$ cat src/rtl/mem_hazard_ctrl.sv
// Purpose : pipeline sequencing for the 8-bit five-stage core (memory freeze, load-use bubble, branch flush).
// Latency : memory op costs 1 IDLE stall cycle + ack wait; load-use 1 bubble; taken branch 2 flushed slots.
// Backpr.  : dmReq/dmAck handshake freezes every stage until completion; no ack within TIMEOUT cycles -> sticky ERROR.
//
// Ports:
//   clk, rst                      clock (rising edge) and asynchronous active-low reset
//   exmemMemRead, exmemMemWrite   EX/MEM holds a load / store
//   dmAck                         data memory completion, only looked at while in ACCESS
//   idexMemRead, idexDest         ID/EX load flag and destination register
//   ifidSrc1, ifidSrc2,
//   ifidUsesSrc2                  IF/ID source registers and src2-used flag
//   branchTaken                   branch resolved taken this cycle
//   dmReq                         memory request, high in ACCESS only (registered)
//   pcWrite .. memwbWrite         write enables of PC and the four pipeline registers
//   ifidFlush, idexFlush          load a NOP into IF/ID / ID/EX on the next edge
//   busy                          sequencer is not IDLE (registered)
//   memErr                        sticky memory timeout (registered)

module mem_hazard_ctrl #(
    parameter int ADDR_W  = 3,
    parameter int TIMEOUT = 15,
    parameter int CNT_W   = 4
) (
    input  logic              clk,
    input  logic              rst,
    input  logic              exmemMemRead,
    input  logic              exmemMemWrite,
    input  logic              dmAck,
    input  logic              idexMemRead,
    input  logic [ADDR_W-1:0] idexDest,
    input  logic [ADDR_W-1:0] ifidSrc1,
    input  logic [ADDR_W-1:0] ifidSrc2,
    input  logic              ifidUsesSrc2,
    input  logic              branchTaken,
    output logic              dmReq,
    output logic              pcWrite,
    output logic              ifidWrite,
    output logic              idexWrite,
    output logic              exmemWrite,
    output logic              memwbWrite,
    output logic              ifidFlush,
    output logic              idexFlush,
    output logic              busy,
    output logic              memErr
);

    typedef enum logic [1:0] {
        IDLE   = 2'd0,
        ACCESS = 2'd1,
        DONE   = 2'd2,
        ERROR  = 2'd3
    } ctrlStateT;

    // Last ACCESS cycle index before the timeout fires.
    localparam logic [CNT_W-1:0] CNT_LAST = CNT_W'(TIMEOUT - 1);

    ctrlStateT        state;
    logic [CNT_W-1:0] cnt;

    logic memOp;
    logic memStall;
    logic luHazard;
    logic srcMatch;

    assign memOp = exmemMemRead | exmemMemWrite;

    // ------------------------------------------------------------------
    // Memory access sequencer. dmReq, busy and memErr are updated together
    // with the state so they are clean flop outputs; the async reset clears
    // them immediately, so dmReq drops without waiting for a clock.
    // ------------------------------------------------------------------
    always_ff @(posedge clk or negedge rst) begin
        if (!rst) begin
            state  <= IDLE;
            cnt    <= '0;
            dmReq  <= 1'b0;
            busy   <= 1'b0;
            memErr <= 1'b0;
        end else begin
            case (state)
                IDLE: begin
                    // EX/MEM is re-examined every IDLE cycle, so a memory op
                    // arriving right after DONE gets its own access.
                    if (memOp) begin
                        state <= ACCESS;
                        cnt   <= '0;
                        dmReq <= 1'b1;
                        busy  <= 1'b1;
                    end
                end

                ACCESS: begin
                    // An ack in the final count cycle still completes normally.
                    if (dmAck) begin
                        state <= DONE;
                        dmReq <= 1'b0;
                    end else if (cnt == CNT_LAST) begin
                        state  <= ERROR;
                        dmReq  <= 1'b0;
                        memErr <= 1'b1;
                    end else begin
                        cnt <= cnt + CNT_W'(1);
                    end
                end

                DONE: begin
                    // Pipeline advances this cycle; MEM/WB captures the result.
                    state <= IDLE;
                    busy  <= 1'b0;
                end

                ERROR: begin
                    // Terminal until reset: everything held.
                end

                default: begin
                    state  <= IDLE;
                    cnt    <= '0;
                    dmReq  <= 1'b0;
                    busy   <= 1'b0;
                    memErr <= 1'b0;
                end
            endcase
        end
    end

    // The IDLE term stalls the cycle the op first shows up in EX/MEM, before
    // the request has even been issued.
    assign memStall = ((state == IDLE) && memOp) || (state == ACCESS) || (state == ERROR);

    // Register 0 reads as constant zero, so a load targeting it never hazards.
    assign srcMatch = (idexDest == ifidSrc1) || (ifidUsesSrc2 && (idexDest == ifidSrc2));
    assign luHazard = idexMemRead && (idexDest != '0) && srcMatch;

    // ------------------------------------------------------------------
    // Stage enables and flushes, highest priority first. A memory stall
    // swallows any concurrent branch or hazard; those inputs are simply
    // re-evaluated once the freeze lifts.
    // ------------------------------------------------------------------
    always_comb begin
        pcWrite    = 1'b1;
        ifidWrite  = 1'b1;
        idexWrite  = 1'b1;
        exmemWrite = 1'b1;
        memwbWrite = 1'b1;
        ifidFlush  = 1'b0;
        idexFlush  = 1'b0;

        if (memStall) begin
            pcWrite    = 1'b0;
            ifidWrite  = 1'b0;
            idexWrite  = 1'b0;
            exmemWrite = 1'b0;
            memwbWrite = 1'b0;
        end else if (branchTaken) begin
            // Both younger instructions are on the wrong path.
            ifidFlush = 1'b1;
            idexFlush = 1'b1;
        end else if (luHazard) begin
            // Hold PC and IF/ID, push a bubble into ID/EX, let older stages drain.
            pcWrite   = 1'b0;
            ifidWrite = 1'b0;
            idexFlush = 1'b1;
        end
    end

endmodule
$ cat config.mk
export PLATFORM = sky130hd
export DESIGN_NAME = mem_hazard_ctrl
export DESIGN_NICKNAME = d
export VERILOG_FILES = /design/src/rtl/mem_hazard_ctrl.sv
export SDC_FILE = /design/constraint.sdc
export NUM_CORES = 1
export LEC_CHECK = 0
export BUFFER_PORTS_ARGS = -buffer_cell sky130_fd_sc_hd__clkbuf_2
export CAP_MARGIN = 20
export CORE_AREA = 2 2 39 41
export CTS_CLUSTER_DIAMETER = 40
export DETAILED_ROUTE_END_ITERATION = 10
export DIE_AREA = 0 0 41 43
export PLACE_DENSITY = 0.72
export SLEW_MARGIN = 20
export SYNTH_ARGS = -nofsm -noshare
export SYNTH_HDL_FRONTEND = slang
export SYNTH_SLANG_ARGS = --single-unit
$ cat constraint.sdc
create_clock -name clk -period 2.43 [get_ports clk]
set_input_delay 0.3645 -clock clk [delete_from_list [all_inputs] [get_ports clk]]
set_output_delay 0.3645 -clock clk [all_outputs]
set_load 0.03 [all_outputs]
==> impl_metrics.tcl <==
set metrics [dict create \
    leakagePower_nw 0.404 \
    ys_seq_area_share_pct 39.1 \
    finalSetupViolations 0 \
    cp-start-kind "register" \
    yosysMostFrequentCell "dfrtp_1" \
    cts-resized-gates 0 \
    slew_headroom_pct 76.2 \
    hpwl_um 932 \
    cpMostUsedCell "nor2_1" \
    hold_viol 0 \
    grt_pass1_vias 496 \
    drc 0 \
    drt_iter0_drc 4 \
    ys_top_cells_by_count "dfrtp_1, nor2_1, xor2_1" \
    dr.pass1.iters 4 \
    yosys_warnings 0 \
    grt_max_degree 10 \
    cts_tree "built" \
    tightestPinTransition_ps 354 \
    cts.sinks 9 \
    num_antenna_cells 0 \
    fp-row-count 14 \
    antenna_found_initial 0 \
    vdd_drop_max_v 0.000691 \
    setup_tns_ps 0 \
    clk_latency_ps 250 \
    area_delta_synth_final_pct 28.5 \
    cts_hold_buf 1 \
    gp_congestion 0.712 \
    post_route_cells_drive_above_1_share_pct 37.5 \
    fillers 128 \
    powerDensity_nw_per_um2 1070 \
    die_height_um 43 \
    ys_types 26 \
    rr_worst_depth 3 \
    drv_slew 0 \
    critPathKind "register to output port" \
    die_x_um 41 \
    ys_async_sr_fraction_pct 100 \
    fmax_mhz 552 \
    netlist_instances 60 \
    cpMaxStageDelayCell "dfrtp_1" \
    nets 108 \
    synth-main-ff-cell "dfrtp_1" \
    crit_family "flip-flops" \
    multi_input_area_um2 317 \
    period_share_pct 74.5 \
    avgSynthCellArea_um2 9.59 \
    wl_mm 1.14 \
    cp_max_fo 8 \
    grt-ovfl-total 0 \
    io_buffers 26 \
    status "finished, final reports clean" \
    ant_nets 0 \
    synth-seq-cells 9 \
    netlist.area_leader.share_pct 39.1 \
    synth_area_leaders "dfrtp_1, xor2_1, nor2_1" \
    numCtsBuffers 3 \
    min_path_type "primary input to register" \
    cpPeakStageDelay_ps 490 \
    initial_core_util_pct 41.6 \
    rsz0062_at_grt "false" \
    synthesis.area_um2 576 \
    maxCapViolCount 0 \
    min_period_ps 1810 \
    fin_skew_ps 5.00 \
    syn-num-nets 79 \
    die-area_um2 1760 \
    post_cts_buffers 0 \
    crit_chain "nor2_1 > nor2_1 > o31a_1 > clkbuf_2" \
    synth-edff-count 0 \
    worstPathArrival_ps 1450 \
    cts.clk_slew.worst_paths_ps 50 \
    endpoint_kind "output port" \
    yosysTopAreaCell "dfrtp_1" \
    cp_num_buf_inv 1 \
    viasPerCell 4.92 \
    num_vias 512 \
    crit_cells 4 \
    htreeDepth 1 \
    ioPinCount 27 \
    clockRootBuffer "clkbuf_4" \
    min_path_cells 4 \
    ff_latch_area_um2 225 \
    core_area_um2 1380 \
    clockBufferDepth 2 \
    route.met2.wl_um 573 \
    wl_met1_um 455 \
    top_layer "met4" \
    wl_met3_um 93 \
    wire_per_inst_um 10.9 \
    grt_usage_pct 15.7 \
    required_ps 2070 \
    final_util_pct 53.4 \
    grt_pass1_wl_mm 1.84 \
]
## final timing paths
check | start | slack (ps) | to
max | state[1]$_DFFE_PN0P_ | 620 | pcWrite
min | dmAck | 480 | cnt[0]$_DFFE_PN0P_
max reg2reg | state[1]$_DFFE_PN0P_ | 980 | cnt[1]$_DFFE_PN0P_
min reg2reg | memErr$_DFFE_PN0P_ | 480 | memErr$_DFFE_PN0P_
max in group asynchronous | rst | 1740 | cnt[1]$_DFFE_PN0P_
min in group asynchronous | rst | 500 | memErr$_DFFE_PN0P_
## stage by stage
stage	setup WS, ps	instances	hold slack [ps]	power, mW	cell area [um^2]
2_1_floorplan	286	60	68.9	0.600	576
3_3_place_gp	649	99	232	0.682	703
3_5_place_dp	617	99	232	0.688	703
4_1_cts	601	104	457	0.807	739
5_1_grt	529	104	473	0.850	739
6_report	619	104	477	0.791	739
## cell usage in the layout (no fill, tap or decap), types with 3 or more instances in the layout
cell | synthesis | final
dfrtp_1 | 9 | 9
inv_1 | 3 | 3
clkbuf_2 | 0 | 26
xor2_1 | 7 | 7
nor2_1 | 8 | 8
clkbuf_4 | 0 | 3
nand3_1 | 4 | 4
## worst register-to-register path, stage by stage (launching register included)
cell and delay, ps:
dfrtp_1 470, or3_1 430, nand2_1 120, mux2_1 310
## layout make-up
type | count | area share, %
tap | 16 | 2.71
multi-input combinational | 45 | 42.8
clock buffer | 4 | 3.55
sequential | 9 | 30.5
timing repair buffer | 27 | 19.0
inverter | 3 | 1.52
## kinds of logic after synthesis
kind of cell | after synthesis | share of synthesized area (%)
XOR/XNOR | 8 | 12.2
AND/OR/NAND/NOR | 23 | 21.7
adder cells (fa/ha/maj) | 2 | 4.35
multiplexers | 2 | 3.70
AO/OA/AOI/OAI | 10 | 13.0
flip-flops | 9 | 39.1
buffers and inverters | 6 | 5.87
## registers in the layout, indices dropped and copies added, names as in the netlist
| register | flops |
|---|---|
| state | 2 |
| memErr | 1 |
| busy | 1 |
| cnt | 4 |
| dmReq | 1 |
## routing by layer
layer	up-vias	track usage [%]
met5	-	0
met4	0	12.0
met3	2	2.09
met2	25	25.3
met1	223	17.0
li1	262	-
## where the power goes
group	leakage [nW]	total [mW]	internal [mW]	switching [mW]
sequential	0.115	0.260	0.200	0.0599
combinational	0.275	0.421	0.149	0.272
clock	0.0150	0.111	0.0630	0.0476
No activity file was read; power rests on OpenSTA's default activity.
